**src/rtl/line_fill_responder_pkg.sv**
```systemverilog
// rtl/line_fill_responder_pkg.sv - shared types and constants for the line fill responder
//
// Holds the fill FSM state encoding and the line/index widths used by
// line_fill_responder and line_assembler.
package line_fill_responder_pkg;

    localparam int LINE_BITS  = 512;
    localparam int LINE_IDX_W = 18;
    localparam int SET_IDX_W  = 8;

    typedef enum logic [1:0] {
        IDLE  = 2'd0,
        WB    = 2'd1,
        FETCH = 2'd2,
        RESP  = 2'd3
    } fill_state_t;

endpackage

```
**src/rtl/line_fill_responder_assembler.sv**
```systemverilog
// rtl/line_fill_responder_assembler.sv - word-insert line register and returned-beat counter
//
// Ports:
//   clk, reset   clock and synchronous active-low reset
//   clear        restart assembly of a new line (beat counter to 0)
//   word_valid   a returned read word is present on word
//   word         32-bit returned read word
//   line_next    line register with the current word inserted (combinational)
//   last_word    word_valid on the final beat of the line
module line_assembler
    import line_fill_responder_pkg::*;
#(
    parameter int LINE_WORDS = 16
) (
    input  logic                 clk,
    input  logic                 reset,
    input  logic                 clear,
    input  logic                 word_valid,
    input  logic [31:0]          word,
    output logic [LINE_BITS-1:0] line_next,
    output logic                 last_word
);

    localparam int BEAT_W = $clog2(LINE_WORDS);

    logic [LINE_BITS-1:0] line_q;
    logic [BEAT_W-1:0]    beat_q;

    // Reads return in order, so the k-th returned word lands in slot k.
    always_comb begin
        line_next = line_q;
        if (word_valid) begin
            line_next[{beat_q, 5'b0} +: 32] = word;
        end
    end

    assign last_word = word_valid && (beat_q == BEAT_W'(LINE_WORDS - 1));

    always_ff @(posedge clk) begin
        if (!reset) begin
            line_q <= '0;
            beat_q <= '0;
        end else if (clear) begin
            beat_q <= '0;
        end else if (word_valid) begin
            line_q <= line_next;
            beat_q <= beat_q + 1'b1;
        end
    end

endmodule

```
**src/rtl/line_fill_responder.sv**
```systemverilog
// rtl/line_fill_responder.sv - cache line fill responder with optional write-back drain
//
// Serves program/data line fill requests from a word-wide backing memory with
// up to MAX_OUTSTANDING pipelined reads, and returns the 512-bit line with a
// one-cycle valid pulse. Build macro LINE_FILL_WB_DRAIN_EN adds the WB state,
// which drains the write-back FIFO ahead of any fill.
//
// Ports:
//   clk, reset                      clock, synchronous active-low reset
//   is_req_f_prog/is_req_f_data     level fill requests
//   req_addr_f_prog/req_addr_f_data 18-bit line indices
//   read_*_data/read_*_addr         returned line and its set index (held)
//   prog_valid/data_valid           one-cycle return pulses
//   fifo_empty, write_back_addr/data, fifo_pop   write-back FIFO side
//   mem_req/we/addr/wdata/ready/rvalid/rdata     backing memory side
module line_fill_responder
    import line_fill_responder_pkg::*;
#(
    parameter int LINE_WORDS      = 16,
    parameter int MAX_OUTSTANDING = 4
) (
    input  logic                  clk,
    input  logic                  reset,
    input  logic                  is_req_f_prog,
    input  logic                  is_req_f_data,
    input  logic [LINE_IDX_W-1:0] req_addr_f_prog,
    input  logic [LINE_IDX_W-1:0] req_addr_f_data,
    output logic [LINE_BITS-1:0]  read_prog_data,
    output logic [LINE_BITS-1:0]  read_data_data,
    output logic [SET_IDX_W-1:0]  read_prog_addr,
    output logic [SET_IDX_W-1:0]  read_data_addr,
    output logic                  prog_valid,
    output logic                  data_valid,
    input  logic                  fifo_empty,
    input  logic [31:0]           write_back_addr,
    input  logic [31:0]           write_back_data,
    output logic                  fifo_pop,
    output logic                  mem_req,
    output logic                  mem_we,
    output logic [31:0]           mem_addr,
    output logic [31:0]           mem_wdata,
    input  logic                  mem_ready,
    input  logic                  mem_rvalid,
    input  logic [31:0]           mem_rdata
);

    localparam int ISSUE_W = $clog2(LINE_WORDS + 1);
    localparam int OUT_W   = $clog2(MAX_OUTSTANDING + 1);

    fill_state_t           state_q, state_d;
    logic [LINE_IDX_W-1:0] line_idx_q;
    logic                  src_data_q;
    logic                  rr_data_q;
    logic [ISSUE_W-1:0]    issue_cnt_q;
    logic [OUT_W-1:0]      outst_q;

    logic                  pick_data;
    logic                  start_fetch;
    logic                  rd_issue;
    logic                  rd_accept;
    logic                  asm_last;
    logic [LINE_BITS-1:0]  asm_line;

`ifndef LINE_FILL_WB_DRAIN_EN
    logic unused_wb;
    assign unused_wb = ^{fifo_empty, write_back_addr, write_back_data};
`endif

    // Returns with nothing outstanding are strays (e.g. from a fetch cut
    // short by reset) and must not touch the line or the counter.
    assign rd_accept = mem_rvalid && (outst_q != '0);
    assign rd_issue  = mem_req && mem_ready && !mem_we;
    assign pick_data = (is_req_f_data && is_req_f_prog) ? rr_data_q : is_req_f_data;

    line_assembler #(
        .LINE_WORDS (LINE_WORDS)
    ) u_asm (
        .clk        (clk),
        .reset      (reset),
        .clear      (start_fetch),
        .word_valid (rd_accept),
        .word       (mem_rdata),
        .line_next  (asm_line),
        .last_word  (asm_last)
    );

    always_comb begin
        state_d     = state_q;
        start_fetch = 1'b0;
        mem_req     = 1'b0;
        mem_we      = 1'b0;
        mem_addr    = '0;
        mem_wdata   = '0;
        fifo_pop    = 1'b0;
        prog_valid  = 1'b0;
        data_valid  = 1'b0;
        case (state_q)
            IDLE: begin
`ifdef LINE_FILL_WB_DRAIN_EN
                // Drain pending write-backs first so a fill never reads
                // stale memory behind a queued write.
                if (!fifo_empty) begin
                    state_d = WB;
                end else
`endif
                if (is_req_f_prog || is_req_f_data) begin
                    state_d     = FETCH;
                    start_fetch = 1'b1;
                end
            end
`ifdef LINE_FILL_WB_DRAIN_EN
            WB: begin
                mem_req   = 1'b1;
                mem_we    = 1'b1;
                mem_addr  = write_back_addr;
                mem_wdata = write_back_data;
                if (mem_ready) begin
                    fifo_pop = 1'b1;
                    state_d  = IDLE;
                end
            end
`endif
            FETCH: begin
                if ((issue_cnt_q < ISSUE_W'(LINE_WORDS)) &&
                    (outst_q < OUT_W'(MAX_OUTSTANDING))) begin
                    mem_req  = 1'b1;
                    mem_addr = {8'b0, line_idx_q, issue_cnt_q[3:0], 2'b00};
                end
                if (asm_last) begin
                    state_d = RESP;
                end
            end
            RESP: begin
                prog_valid = !src_data_q;
                data_valid = src_data_q;
                state_d    = IDLE;
            end
            default: state_d = IDLE;
        endcase
    end

    always_ff @(posedge clk) begin
        if (!reset) begin
            state_q        <= IDLE;
            line_idx_q     <= '0;
            src_data_q     <= 1'b0;
            rr_data_q      <= 1'b1;
            issue_cnt_q    <= '0;
            outst_q        <= '0;
            read_prog_data <= '0;
            read_data_data <= '0;
            read_prog_addr <= '0;
            read_data_addr <= '0;
        end else begin
            state_q <= state_d;

            if (start_fetch) begin
                line_idx_q  <= pick_data ? req_addr_f_data : req_addr_f_prog;
                src_data_q  <= pick_data;
                issue_cnt_q <= '0;
            end else if (rd_issue) begin
                issue_cnt_q <= issue_cnt_q + 1'b1;
            end

            if (rd_issue && !rd_accept) begin
                outst_q <= outst_q + 1'b1;
            end else if (!rd_issue && rd_accept) begin
                outst_q <= outst_q - 1'b1;
            end

            // Load the outputs on the final beat so they are stable during
            // the RESP pulse.
            if (asm_last) begin
                if (src_data_q) begin
                    read_data_data <= asm_line;
                    read_data_addr <= line_idx_q[SET_IDX_W-1:0];
                end else begin
                    read_prog_data <= asm_line;
                    read_prog_addr <= line_idx_q[SET_IDX_W-1:0];
                end
            end

            if (state_q == RESP) begin
                rr_data_q <= !src_data_q;
            end
        end
    end

endmodule

```
**config.mk**
```make
export PLATFORM = sky130hd
export DESIGN_NAME = line_fill_responder
export DESIGN_NICKNAME = d
export VERILOG_FILES = /design/src/rtl/line_fill_responder_pkg.sv /design/src/rtl/line_fill_responder_assembler.sv /design/src/rtl/line_fill_responder.sv
export SDC_FILE = /design/constraint.sdc
export NUM_CORES = 2
export LEC_CHECK = 0
export ABC_CLOCK_PERIOD_IN_PS = 3100
export BUFFER_PORTS_ARGS = -buffer_cell sky130_fd_sc_hd__buf_2
export CAP_MARGIN = 10
export CORE_AREA = 2 2 486 488
export CTS_CLUSTER_DIAMETER = 40
export CTS_CLUSTER_SIZE = 14
export DETAILED_ROUTE_END_ITERATION = 10
export DIE_AREA = 0 0 488 490
export SYNTH_ARGS = -nofsm -noshare
export SYNTH_HDL_FRONTEND = slang
export SYNTH_SLANG_ARGS = --single-unit
```
**constraint.sdc**
```tcl
create_clock -name clk -period 3.1 [get_ports clk]
set_input_delay 0.31 -clock clk [delete_from_list [all_inputs] [get_ports clk]]
set_output_delay 0.31 -clock clk [all_outputs]
set_load 0.05 [all_outputs]
```
Word level (Yosys, flattened, before mapping)
Cells that the tools add are included.
- add/subtract/negate cells: 5
- magnitude comparators: 2
- equal/unequal tests: 5
- shift operators: 2
- mux-type cells: 17
- bitwise logic cells: 3
- reductions and logical operators: 19
- operators by type and width (operator ; number):
    512-bit bitwise mux ; 1
    512-bit two-way mux ; 1
    32-bit by 11-bit variable shift with 512-bit output, first input constant ; 1
    32-bit by 11-bit variable part select with 512-bit output ; 1
    24-bit two-way mux ; 2
    18-bit two-way mux ; 1
    9-bit negation with 11-bit output ; 1
    2-bit AND reduction ; 4
    1-bit logical AND ; 7
    1-bit two-way mux ; 7
    3-bit two-way mux ; 2
    5-bit by 1-bit adder with 5-bit output, second input constant ; 1
    5-bit < comparator, second input constant ; 1
    4-bit by 1-bit adder with 4-bit output, second input constant ; 1
    2-bit equality test, second input constant ; 2
    4-bit equality test, second input constant ; 1
    2-bit two-way mux ; 2
    2-bit inequality test, second input constant ; 2
    2-bit case mux with 2 select lines ; 1
    3-bit by 1-bit adder with 3-bit output, second input constant ; 1
    1-bit logical NOT ; 3
    3-bit < comparator, second input constant ; 1
    1-bit inverter ; 3
    3-bit nonzero test ; 1
    other kinds (5) ; 5
- bits in registers: 1586
- input bits: 139
- output and inout port bits: 1109
- word-level logic and storage cells: 65

Depth between registers and ports, before layout
- word-level depth: 9
- gate-level depth with buffers: 10
- depth with buffers taken out: 8

By module
A second synthesis with hierarchy kept.
- cell total of the unflattened synthesis: 7714
- area total of the unflattened synthesis: 67340.8 um2
- modules (own cells, without submodules) (module ; times used ; cells an instance ; area an instance (um2) ; sequential area each (um2)):
    line_fill_responder ; 1 ; 4751 ; 39909.5 ; 21420.5
    line_assembler ; 1 ; 2963 ; 27431.3 ; 10329.9

Least setup slack after synthesis
Ideal clock, no wire load.
- kind: reg2reg
- start point: register state_q[1]
- end point: register outst_q[2]
- setup time: 70 ps
- arrival time: 2574 ps
- data required time: 3030 ps
- path slack: 456 ps
- stages on the path, launching flop included: 10
- buffers on the path: 1
- period minus slack after synthesis: 2644 ps
- cell sequence: dfxtp_1 > nor4b_1 > and2_0 > clkbuf_1 > ha_1 > inv_1 > fa_1 > xor2_1 > or3_1 > a21oi_1
- cells in the longest elaborated chain, start to end: 6
- elaborated cells on any way between the ends: 8
- classes of those cells: eq/ne: 1; mux: 2; reduce/logical: 5
- ends and longest elaborated chain (element ; line ; text):
    start, declared ; line_fill_responder.sv:50 ; fill_state_t state_q, state_d;
    start signal, assigned ; line_fill_responder.sv:155 ; state_q <= state_d;
    2-bit equality test * ; line_fill_responder.sv:97 ; case (state_q)
    1-bit two-way mux * ; line_fill_responder.sv:97 ;
    1-bit logical AND * ; line_fill_responder.sv:72 ; assign rd_issue = mem_req && mem_ready && !mem_we;
    via rd_issue ; line_fill_responder.sv:59 ; logic rd_issue;
    1-bit logical NOT ; line_fill_responder.sv:167 ; end else if (!rd_issue && rd_accept) begin
    1-bit logical AND ; line_fill_responder.sv:167 ;
    2-bit nonzero test (no source line) ; - ;
    end signal, assigned ; line_fill_responder.sv:166 ; outst_q <= outst_q + 1'b1;
    end signal, assigned ; line_fill_responder.sv:168 ; outst_q <= outst_q - 1'b1;
    end, declared ; line_fill_responder.sv:55 ; logic [OUT_W-1:0] outst_q;
Mark *: on every way through the listed nets, which the timed path passes. The rest lies on a longest branch.
A chain may end at the register's enable or synchronous reset.

Worst setup path in the final report
- start point: register outst_q[2]
- end point: output port mem_addr[11]
- cells in the longest elaborated chain, start to end: 4
- ends and longest elaborated chain (element ; line ; text):
    3-bit < comparator ; line_fill_responder.sv:125 ; (outst_q < OUT_W'(MAX_OUTSTANDING))) begin
    1-bit logical AND ; line_fill_responder.sv:124 ; if ((issue_cnt_q < ISSUE_W'(LINE_WORDS)) &&
    24-bit two-way mux ; line_fill_responder.sv:124 ;
    24-bit two-way mux ; line_fill_responder.sv:97 ;
    end, declared ; line_fill_responder.sv:40 ; output logic [31:0] mem_addr,
Every way passes these cells.

==> impl_metrics.csv <==
group,metric,value,unit
status,status,"finished, final reports clean",
synthesis,synth-main-ff-cell,"dfxtp_1",
synthesis,synth_warnings,0,
clock_tree,ctsHtreeMaxLevel,5,
critical_path,worst_setup_path_start_kind,"register",
layout,stdcell_area,77720,um2
die,die_h,490,um
timing,worstMarginPinSlew,1.079,ns
critical_path,worstSetupEndpoint,"mem_addr[11]",
clock_tree,clock_path_buffers,4,
timing,drv_slew,0,
synthesis,async_reset_ff_share,0,%
critical_path,crit_fanout,25,
grt,grt_pass1_wl,409900,um
routing,wl,303400,um
pwr,combPwrFrac,5.0,%
layout,area.growth.synth_to_final,33.98,%
routing,first_pass_iters,8,
clock_tree,clockRootBuffer,"clkbuf_16",
job,drv_cap,0,
die,fp.dieW,488,um
routing,vias,55730,
placed_design,portBuffers,1138,
die,start_util,24.78,%
layout,nNetsFinal,7852,
critical_path,crit_slowest_cell,"dfxtp_1",
layout,layout.cells.non_filler,11070,
routing,route.detailed.drc,0,
timing,setup_viol_count_final,0,
synthesis,synth_cell_types,57,
critical_path,r2r_end,"read_data_data[274]",
hold_path,min_path_type,"in -> reg",
layout,fin_util,33.20,%
layout,layout-drive-gt1-share,23.78,%
critical_path,crit_chain,"nor4b_2, buf_4, and2_1, buf_2",
die,placementRows,178,
die,fp.dieArea,239100,um2
pwr,fin_total_pwr,53800,uW
synthesis,netlist_area,58010,um2
critical_path,cpPeakStageDelay,0.39,ns
clock_tree,clock_sinks,1586,
pwr,ir_drop,0.0004110,V
grt,grt_overflow,0,
pwr,power_density,692.3,nW/um2
grt,busiest_layer,"met2",
pwr,switchingPower,13190,uW
grt,grtUsageTotal,24.16,%
pwr,swShare,24.52,%
pwr,power.leakage,0.03171,uW
timing,timing.fmax,343.9,MHz
timing,finalCritPeriodShare,93.81,%
grt,use_met2,37.54,%
synthesis,ys_seq_elements,1586,
routing,ant_nets,0,
critical_path,worstPathRequired,2.79,ns
die,boundaryPins,1248,
clock_tree,post_cts_buffers,0,
synthesis,synth_cells,6638,
pwr,p_int,40610,uW
placed_design,place.gp.congestion,0.8849,
synthesis,synth_edf_count,0,
clock_tree,cts_buffers,276,
timing,min_period,2.908,ns
critical_path,worstSetupPathType,"reg -> out",
placed_design,dp.cells,10510,
critical_path,r2r_slack,0.52,ns
synthesis,seq_area_frac_synth,54.73,%
grt,grt_util_met1,29.27,%
routing,avgViaCountPerCell,5.034,
grt,antenna_found_initial,48,
synthesis,postSynthAreaPerCell,8.739,um2
grt,grtUsageMet3,8.063,%
grt,grt_max_degree,134,
critical_path,worstRegToRegCells,6,
critical_path,timing.rr.start,"outst_q[2]",
clock_tree,clk_latency,0.93,ns
pwr,pwr-share-seq,38.3,%
timing,skew,0.09013,ns
placed_design,place_hpwl,207900,um
clock_tree,path_clk_slew,0.05,ns
pwr,clockPowerShare,56.7,%
timing,rsz0062_at_grt,"false",
critical_path,worstSetupStartpoint,"outst_q[2]",
timing,finalSetupTns,0,ns
grt,grt_pass1_vias,52010,
routing,routedWlPerCell,27.41,um
critical_path,end_kind,"output port",
timing,slew_headroom,28.07,%
clock_tree,cts_tree,"done",
critical_path,cp.arrival,2.60,ns
die,fp.coreArea,234100,um2
timing,hold_viol,0,
routing,drtIter0Drc,5491,
placed_design,place_area,67810,um2
synth_stat cells (33+ instances only):
cell type	count	area, um2
nand2b_1	57	356.6
nand2_1	1727	6482
dfxtp_1	1586	31750
nor2_1	33	123.9
clkbuf_1	478	1794
buf_4	51	382.9
nand4_1	36	225.2
a31oi_1	424	2653
a21oi_1	621	3108
o21ai_0	644	3223
mux2i_1	511	5115
nand3_1	167	835.8
buf_2	124	620.6
how the worst min path moves through the flow:
stage               cells after the start             endpoint                start  slack (ns)
finish                                  4           src_data_q        is_req_f_data        0.05
detailed placement                      2  read_prog_data[175]  read_prog_data[175]        0.44
global route                            3  read_data_data[448]         mem_rdata[0]        0.02
CTS                                     4           src_data_q        is_req_f_data       0.004
floorplan                               2    u_asm.line_q[288]    u_asm.line_q[288]        0.43
global placement                        2    u_asm.line_q[462]    u_asm.line_q[462]        0.44
final cells by class:
cell class,count,area (um2)
repair buffers,1426,8924
fillers,24120,156400
well taps,3150,3941
diodes,22,55.05
multi-input cells,4410,23820
flip-flops and latches,1586,31750
clock buffers,330,7456
inverters,8,37.54
clock inverters,138,1732
metrics by stage:
stage	hold slack, ns	worst slack (ns)
floorplan	0.4341	0.4558
global placement	0.4408	0.5783
detailed placement	0.4442	0.5591
CTS	0.003784	0.1475
global route	0.02290	0.07543
finish	0.04953	0.1920
sequential cells by signal, indices dropped and copies added (netlist names):
| register | cells |
|---|---|
| read_data_data | 512 |
| u_asm.line_q | 512 |
| read_data_addr | 8 |
| state_q | 2 |
| rr_data_q | 1 |
| read_prog_data | 512 |
| outst_q | 3 |
| u_asm.beat_q | 4 |
| read_prog_addr | 8 |
| src_data_q | 1 |
| issue_cnt_q | 5 |
| line_idx_q | 18 |
critical path: cells and delay by family, from the launching register on:
kind	cells	cell delay (ns)
flops	1	0.39
buf+inv	2	0.63
simple gates	2	0.61
cell families (layout without fill, tap and decap cells):
kind of cell,after synthesis,after routing,share of synthesized area [%]
buffers and inverters,685,1902,5.121
adders and majority gates,5,5,0.1208
AOI/OAI and AO/OA,1755,1755,16.37
and+or+nand+nor,2085,2085,14.67
other,1,66,0.006465
muxes,511,511,8.818
DFF,1586,1586,54.73
xor gates and xnor gates,10,10,0.1639
power by group through the flow:
stage	registers, uW	logic, uW	clock network [uW]
floorplan	21000	1260	0
global placement	21000	2590	0
detailed placement	21000	2600	0
CTS	20600	2690	30800
global route	20600	2790	31800
finish	20600	2690	30500
layer usage:
metal	share of wire (%)	routed length, um
met1	40	119900
met3	10	31400
met4	5.9	17980
met5	0	0
met2	44	134100
cells in the final DEF, fill, tap and decap left out, types with 36 or more instances in the layout:
| master | instances |
|---|---|
| a21oi_1 | 621 |
| a31oi_1 | 424 |
| buf_12 | 71 |
| buf_2 | 1137 |
| buf_4 | 150 |
| clkbuf_16 | 281 |
| conb_1 | 44 |
| dfxtp_1 | 1586 |
| dlygate4sd3_1 | 67 |
| mux2i_1 | 511 |
| nand2_1 | 1695 |
| nand2b_1 | 56 |
| nand3_1 | 166 |
| nand4_1 | 36 |
| o21ai_0 | 643 |
repair_timing:
action	4_1_cts	5_1_grt
hold buffers	67	0
gates resized for setup	0	0
hold endpoints to repair	228	0
Note: power is estimated with default switching activity, not from simulation.
